File: src/rtl/dm_pkg.sv
// dm_pkg: shared definitions for the data-memory arbiter.
//   CTRL_*  : DMCtrl size/sign encodings understood by DataMemory.
//   state_t : arbiter FSM states (IDLE -> ACCESS -> RESP -> IDLE).
package dm_pkg;

   localparam logic [2:0] CTRL_B  = 3'b000;
   localparam logic [2:0] CTRL_H  = 3'b001;
   localparam logic [2:0] CTRL_W  = 3'b010;
   localparam logic [2:0] CTRL_BU = 3'b100;
   localparam logic [2:0] CTRL_HU = 3'b101;

   typedef enum logic [1:0] {
      IDLE   = 2'd0,
      ACCESS = 2'd1,
      RESP   = 2'd2
   } state_t;

endpackage

File: src/rtl/dm_align_check.sv
// dm_align_check: combinational legality check for one memory access.
//   Addr[1:0] : low address bits of the access
//   Ctrl      : size/sign code (B, H, W, BU, HU)
//   Wr        : 1 = store, 0 = load
//   Err       : 1 when the access must be rejected (misaligned H/HU/W,
//               reserved Ctrl code, or unsigned-load code used as a store)
module dm_align_check
   import dm_pkg::*;
(
   input  logic [1:0] Addr,
   input  logic [2:0] Ctrl,
   input  logic       Wr,
   output logic       Err
);

   always_comb begin
      Err = 1'b1;
      case (Ctrl)
         CTRL_B:  Err = 1'b0;
         CTRL_H:  Err = Addr[0];
         CTRL_W:  Err = |Addr;
         CTRL_BU: Err = Wr;
         CTRL_HU: Err = Wr | Addr[0];
         default: Err = 1'b1;
      endcase
   end

endmodule

File: src/rtl/dm_arbiter.sv
// dm_arbiter: two-requester round-robin arbiter in front of DataMemory.
//   clk, rst                 : clock, synchronous active-high reset
//   Req/Addr/WrData/Wr/Ctrl  : requester 0 (core) and 1 (DMA/debug) inputs
//   Ack/RdData/Err           : one-cycle response to the served requester
//   Address/DataWr/DMWr/DMCtrl : DataMemory drive, active only in ACCESS
//   DataRd                   : combinational DataMemory read data
// Each access takes IDLE -> ACCESS -> RESP, one access per three cycles.
module dm_arbiter
   import dm_pkg::*;
#(
   parameter int AW = 32,
   parameter int DW = 32
)
(
   input  logic          clk,
   input  logic          rst,
   input  logic          Req0,
   input  logic          Req1,
   input  logic [AW-1:0] Addr0,
   input  logic [AW-1:0] Addr1,
   input  logic [DW-1:0] WrData0,
   input  logic [DW-1:0] WrData1,
   input  logic          Wr0,
   input  logic          Wr1,
   input  logic [2:0]    Ctrl0,
   input  logic [2:0]    Ctrl1,
   output logic          Ack0,
   output logic          Ack1,
   output logic [DW-1:0] RdData0,
   output logic [DW-1:0] RdData1,
   output logic          Err0,
   output logic          Err1,
   output logic [AW-1:0] Address,
   output logic [DW-1:0] DataWr,
   output logic          DMWr,
   output logic [2:0]    DMCtrl,
   input  logic [DW-1:0] DataRd
);

   state_t        r_state;
   logic          r_ptr;     // requester that wins when both request
   logic          r_win;     // requester being served
   logic [AW-1:0] r_addr;
   logic [DW-1:0] r_wdata;
   logic          r_wr;
   logic [2:0]    r_ctrl;
   logic [DW-1:0] r_rdata;
   logic          r_err;

   logic          w_pick1;
   logic          w_err;
   logic          w_access;
   logic          w_resp;

   // A lone request wins outright; a tie goes to the pointer.
   assign w_pick1 = Req1 & (~Req0 | r_ptr);

   dm_align_check u_align_check (
      .Addr (r_addr[1:0]),
      .Ctrl (r_ctrl),
      .Wr   (r_wr),
      .Err  (w_err)
   );

   always_ff @(posedge clk) begin
      if (rst) begin
         r_state <= IDLE;
         r_ptr   <= 1'b0;
         r_win   <= 1'b0;
         r_addr  <= '0;
         r_wdata <= '0;
         r_wr    <= 1'b0;
         r_ctrl  <= CTRL_W;
         r_rdata <= '0;
         r_err   <= 1'b0;
      end else begin
         case (r_state)
            IDLE: begin
               if (Req0 | Req1) begin
                  r_win   <= w_pick1;
                  r_addr  <= w_pick1 ? Addr1   : Addr0;
                  r_wdata <= w_pick1 ? WrData1 : WrData0;
                  r_wr    <= w_pick1 ? Wr1     : Wr0;
                  r_ctrl  <= w_pick1 ? Ctrl1   : Ctrl0;
                  r_state <= ACCESS;
               end
            end
            ACCESS: begin
               // Stores and rejected accesses return zero data.
               r_rdata <= (r_wr | w_err) ? '0 : DataRd;
               r_err   <= w_err;
               r_state <= RESP;
            end
            RESP: begin
               r_ptr   <= ~r_win;
               r_state <= IDLE;
            end
            default: r_state <= IDLE;
         endcase
      end
   end

   // Gating with rst keeps outputs idle in the reset cycle itself, so a
   // reset landing in ACCESS never produces a partial store.
   assign w_access = (r_state == ACCESS) & ~rst;
   assign w_resp   = (r_state == RESP) & ~rst;

   assign Address = w_access ? r_addr  : '0;
   assign DataWr  = w_access ? r_wdata : '0;
   assign DMCtrl  = w_access ? r_ctrl  : CTRL_W;
   assign DMWr    = w_access & r_wr & ~w_err;

   assign Ack0    = w_resp & ~r_win;
   assign Ack1    = w_resp & r_win;
   assign RdData0 = Ack0 ? r_rdata : '0;
   assign RdData1 = Ack1 ? r_rdata : '0;
   assign Err0    = Ack0 & r_err;
   assign Err1    = Ack1 & r_err;

endmodule

File: config.mk
export PLATFORM = sky130hd
export DESIGN_NAME = dm_arbiter
export DESIGN_NICKNAME = d
export VERILOG_FILES = /design/src/rtl/dm_pkg.sv /design/src/rtl/dm_align_check.sv /design/src/rtl/dm_arbiter.sv
export SDC_FILE = /design/constraint.sdc
export NUM_CORES = 1
export LEC_CHECK = 0
export ABC_AREA = 1
export CAP_MARGIN = 5
export CELL_PAD_IN_SITES_DETAIL_PLACEMENT = 0
export CELL_PAD_IN_SITES_GLOBAL_PLACEMENT = 1
export CORE_UTILIZATION = 27
export DETAILED_ROUTE_END_ITERATION = 10
export PLACE_DENSITY = 0.95
export SYNTH_ARGS = -nofsm -noshare
export SYNTH_HDL_FRONTEND = slang
export SYNTH_SLANG_ARGS = --single-unit
File: constraint.sdc
create_clock -name clk -period 2.9 [get_ports clk]
set_input_delay 0.29 -clock clk [delete_from_list [all_inputs] [get_ports clk]]
set_output_delay 0.29 -clock clk [all_outputs]
set_load 0.05 [all_outputs]
Yosys cells after proc, flatten, opt, wreduce, memory -nomap -nowiden
Index checks and enable logic that the tools add are counted.
{ "totals": {"ff_bits": 105, "output_inout_bits": 136, "wordCells": 50} }
{ "classes": {"n_eq_ne": 7, "mux": 13, "n_bitwise": 17, "n_reduce_logical": 4} }
{ "ops": {"columns": ["operator", "n"], "rows": [
  ["$mux 32", 7],
  ["$and 1x1->1", 9],
  ["$eq 3x3->1 const B", 2],
  ["$mux 3", 2],
  ["$pmux 1 s5", 1],
  ["$not 1->1", 4],
  ["$or 1x1->1", 4],
  ["$pmux 2 s2", 1],
  ["$eq 3x1->1 const B", 1],
  ["$eq 3x2->1 const B", 1],
  ["$logic_not 3->1", 1],
  ["$eq 2x1->1 const B", 1],
  ["$eq 2x2->1 const B", 1],
  ["$logic_not 2->1", 1],
  ["$mux 2", 1],
  ["$ne 2x2->1 const B", 1],
  ["$reduce_and 2->1", 1],
  ["$reduce_or 2->1", 1],
  ["$mux 1", 1]
]} }

Logic depth before layout (Yosys ltp)
{ "depth": {"ltp_word": 4, "ltp_mapped": 8, "ltp_nobuf": 6} }

Hierarchy
From an unflattened synthesis, not the netlist that was laid out.
{ "unflattened": {"hier_cells": 1091, "area_unflattened_um2": 6223.5} }
{ "by_module_without_submodules": {"columns": ["module", "instances", "cells_per_inst", "area_per_inst_um2", "seq_area_each_um2"], "rows": [
  ["dm_arbiter", 1, 1082, 6188.4, 2102.0],
  ["dm_align_check", 1, 9, 35.0, 0.0]
]} }

Worst setup path after synthesis
OpenSTA, ideal clock, no wires.
{ "synth_path": {"kind": "in2out", "start": "input port rst", "end": "output port DMCtrl[0]", "t_arrival_ns": 1.639, "path_slack_ns": 0.971, "path_stages": 6, "n_path_buf": 3, "path_cell_list": "buf_2 inv_2 nand2_1 buf_2 buf_2 nor2_1"} }
{ "synth_between": {"elab_chain_cells": 3} }
{ "synth_lines": {"columns": ["item", "line", "source"], "rows": [
  ["start: declaration", "dm_arbiter.sv:16", "input logic rst,"],
  ["$not 1->1", "dm_arbiter.sv:105", "assign w_access = (r_state == ACCESS) & ~rst;"],
  ["$and 1x1->1", "dm_arbiter.sv:105", null],
  ["$mux 3", "dm_arbiter.sv:110", "assign DMCtrl = w_access ? r_ctrl : CTRL_W;"],
  ["end: declaration", "dm_arbiter.sv:36", "output logic [2:0] DMCtrl,"]
]} }
Every way passes these cells.

Final worst setup path
{ "layout_path": {"start": "register r_state[1]", "end": "output port Address[27]"} }
{ "layout_between": {"elab_chain_cells": 3} }
{ "layout_lines": {"columns": ["item", "line", "source"], "rows": [
  ["start: declaration", "dm_arbiter.sv:40", "state_t r_state;"],
  ["start signal: assignment", "dm_arbiter.sv:67", "r_state <= IDLE;"],
  ["start signal: assignment", "dm_arbiter.sv:85", "r_state <= ACCESS;"],
  ["start signal: assignment", "dm_arbiter.sv:92", "r_state <= RESP;"],
  ["$eq 2x1->1", "dm_arbiter.sv:105", null],
  ["$and 1x1->1", "dm_arbiter.sv:105", null],
  ["$mux 32", "dm_arbiter.sv:108", "assign Address = w_access ? r_addr : '0;"],
  ["end: declaration", "dm_arbiter.sv:33", "output logic [AW-1:0] Address,"]
]} }
Every way passes these cells.

==> flow_summary.yaml <==
worst_setup_path:
  cpLargestDelayFamily: "simple AND/OR/NAND/NOR gates"
  cp.arrival_ns: 1.93
  start_kind: "flip-flop"
  reg2reg_depth: 4
  critPathKind: "reg2out"
  path_buf_inv: 2
  path_max_fanout: 38
  critPathMaxStageDelay_ns: 0.38
  path_cells: "nor2_4 > nand2_2 > buf_4 > nor2_1 > buf_12"
  r2r_end: "r_rdata[26]"
  crit-reg2reg-launch: "r_state[1]"
  slowest_stage: "nor2_4"
  worstSetupEndpointType: "output pin"
  cp.required_ns: 2.61
  rrSetupSlack_ns: 1.14
placed_design:
  portBuffers: 307
  hpwl_um: 14300
  gp_congestion: 0.815
  dpl.cell_count: 1534
  postPlaceCellArea_um2: 10500
synth:
  yosysUniqueCellTypes: 17
  ys_warn_count: 0
  netlist_area_um2: 5810
  syn_inst: 1004
  ys_seq_area_share_pct: 36.2
  mappedNetlistNets: 1176
  yosys_register_bits: 105
  synth_area_per_cell_um2: 5.78
timing:
  rsz0062_at_grt: "false"
  drv_slew: 0
  worst_pin_slew_ns: 1.04
  clock-skew-final_ns: 0.00687
  period_share_pct: 76.7
  slew_headroom_pct: 30.5
  whs_ns: 0.467
  fmax_mhz: 450
  finalSetupTns_ns: 0
  setup_viol: 0
  finalHoldViolCount: 0
  layout_min_cycle_time_ns: 2.22
floorplanning:
  core_um2: 21000
  die_w_um: 149
  rows: 53
  start_util_pct: 27.6
  die_height_um: 149
  ioPinCount: 308
  die-area_um2: 22100
cells_and_area:
  fin_area_um2: 10800
  mostFrequentLayoutCells: "240 x nand2_1, 205 x inv_1, 171 x clkdlybuf4s50_1"
  final_common_cell: "nand2_1"
  post-route-util_pct: 51.4
  diodes: 0
  drive_gt1_share_pct: 13.6
  fin_nets: 1442
  area_delta_synth_final_pct: 86.0
  instances_no_fill: 1550
clocking:
  clockBufferDepth: 2
  cts_root_buf: "clkbuf_16"
  clk_latency_ns: 0.35
  cts_setup_buffers: 0
  cts_sinks: 105
  ctsResizeCount: 0
  cts_tree: "built"
  clk_pin_slew_worst_paths_ns: 0.08
  cts-buffers-inserted: 9
  htree_levels: 3
  postCtsHoldBufs: 0
pwr:
  p_per_area_nw_per_um2: 391
  p_leak_nw: 4.74
  p_clk_share_pct: 34.6
  power_switching_w: 0.00128
  intPower_w: 0.00294
  p_sw_share_pct: 30.4
  vdd_drop_max_v: 0.000278
  seqPwrFrac_pct: 39.0
  combPwrFrac_pct: 26.3
run_status:
  status: "finished clean"
grt:
  grt_max_degree: 75
  grt_pass1_wl_um: 32400
  antenna_found_initial: 1
  overflow: 0
  grt_util_all_layers_pct: 18.5
  grt_pass1_vias: 6482
routing:
  drt-total-wl_um: 20500
  first_pass_iters: 4
  drtAntennaViolNets: 0
  routedWlPerCell_um: 13.2
  via_count: 6787
  first_iter_violations: 233
  drc: 0
  viasPerCell: 4.38
worst_hold_path:
  worstHoldPathType: "reg2reg"
  min_path_cells: 2
  hp-start: "r_rdata[13]"
  min_to: "r_rdata[13]"
run:
  cap_violations: 0
-- synthesized netlist by cell type --
cell type | number | area (um^2)
a21boi_2 | 1 | 11.3
a21oi_1 | 102 | 510
buf_1 | 3 | 11.3
buf_2 | 29 | 145
buf_4 | 3 | 22.5
clkbuf_1 | 31 | 116
dfxtp_1 | 105 | 2100
inv_1 | 205 | 769
inv_2 | 3 | 11.3
nand2_1 | 242 | 908
nand3_1 | 35 | 175
nand3b_1 | 1 | 7.51
nor2_1 | 171 | 642
nor2_4 | 1 | 11.3
o21ai_0 | 60 | 300
o21ai_1 | 11 | 55.1
o31ai_1 | 1 | 7.51
-- flip-flops by register name, indices dropped and copies added (netlist names) --
signal / count
r_win: 1
r_wr: 1
r_ctrl: 3
r_state: 2
r_rdata: 32
r_err: 1
r_ptr: 1
r_wdata: 32
r_addr: 32
-- worst register-to-register path, cell delays in order (launching register included) --
cell     delay [ns]
dfxtp_1        0.37
nor2_4         0.38
inv_1          0.58
nand2_1        0.23
a21oi_1        0.08
-- power groups by stage --
stage / Sequential, W / Clock [W] / Combinational (W)
finish: 0.00165 / 0.00146 / 0.00111
global route: 0.00166 / 0.00156 / 0.00124
CTS: 0.00165 / 0.00152 / 0.00112
detailed placement: 0.00168 / 0 / 0.00112
global placement: 0.00167 / 0 / 0.00111
floorplan: 0.00166 / 0 / 0.000630
-- cell families after synthesis --
family / after synthesis / share of synthesized area [%]
and+or+nand+nor: 450 / 30.0
buffers and inverters: 274 / 18.5
AOI/OAI and AO/OA: 175 / 15.2
DFF: 105 / 36.2
-- per-stage QoR --
stage	power (W)	setup WS, ns
floorplan	0.00229	0.971
global placement	0.00278	0.924
detailed placement	0.00279	0.913
CTS	0.00428	0.636
global route	0.00446	0.576
finish	0.00422	0.676
-- layout make-up --
| class | instances | area [um^2] |
|---|---|---|
| fillers | 1964 | 10200 |
| multi-input cells | 625 | 2650 |
| flip-flops and latches | 105 | 2100 |
| clock buffers | 9 | 225 |
| well taps | 275 | 344 |
| repair buffers | 321 | 4580 |
| inverters | 208 | 781 |
| clock inverters | 7 | 124 |
-- per-layer routing --
metal | part of all wire (%) | vias to the layer above | track usage, % | wire length, um
li1 | - | 3495 | - | -
met1 | 42 | 3037 | 21.0 | 8570
met2 | 49 | 223 | 33.0 | 9950
met3 | 7.3 | 30 | 4.94 | 1500
met4 | 2.2 | 2 | 6.80 | 444
met5 | 0.059 | - | 0 | 12
-- worst max path at each step --
stage,start,endpoint,slack [ns],cells past startpoint
after global routing,r_state[1],DataWr[12],0.58,5
after CTS,r_state[1],DataWr[12],0.64,5
final,r_state[1],Address[27],0.68,5
after floorplan,rst,DMCtrl[0],0.97,6
after global placement,rst,DataWr[29],0.92,6
after detailed placement,rst,DataWr[12],0.91,6
(Power assumes the default switching activity.)
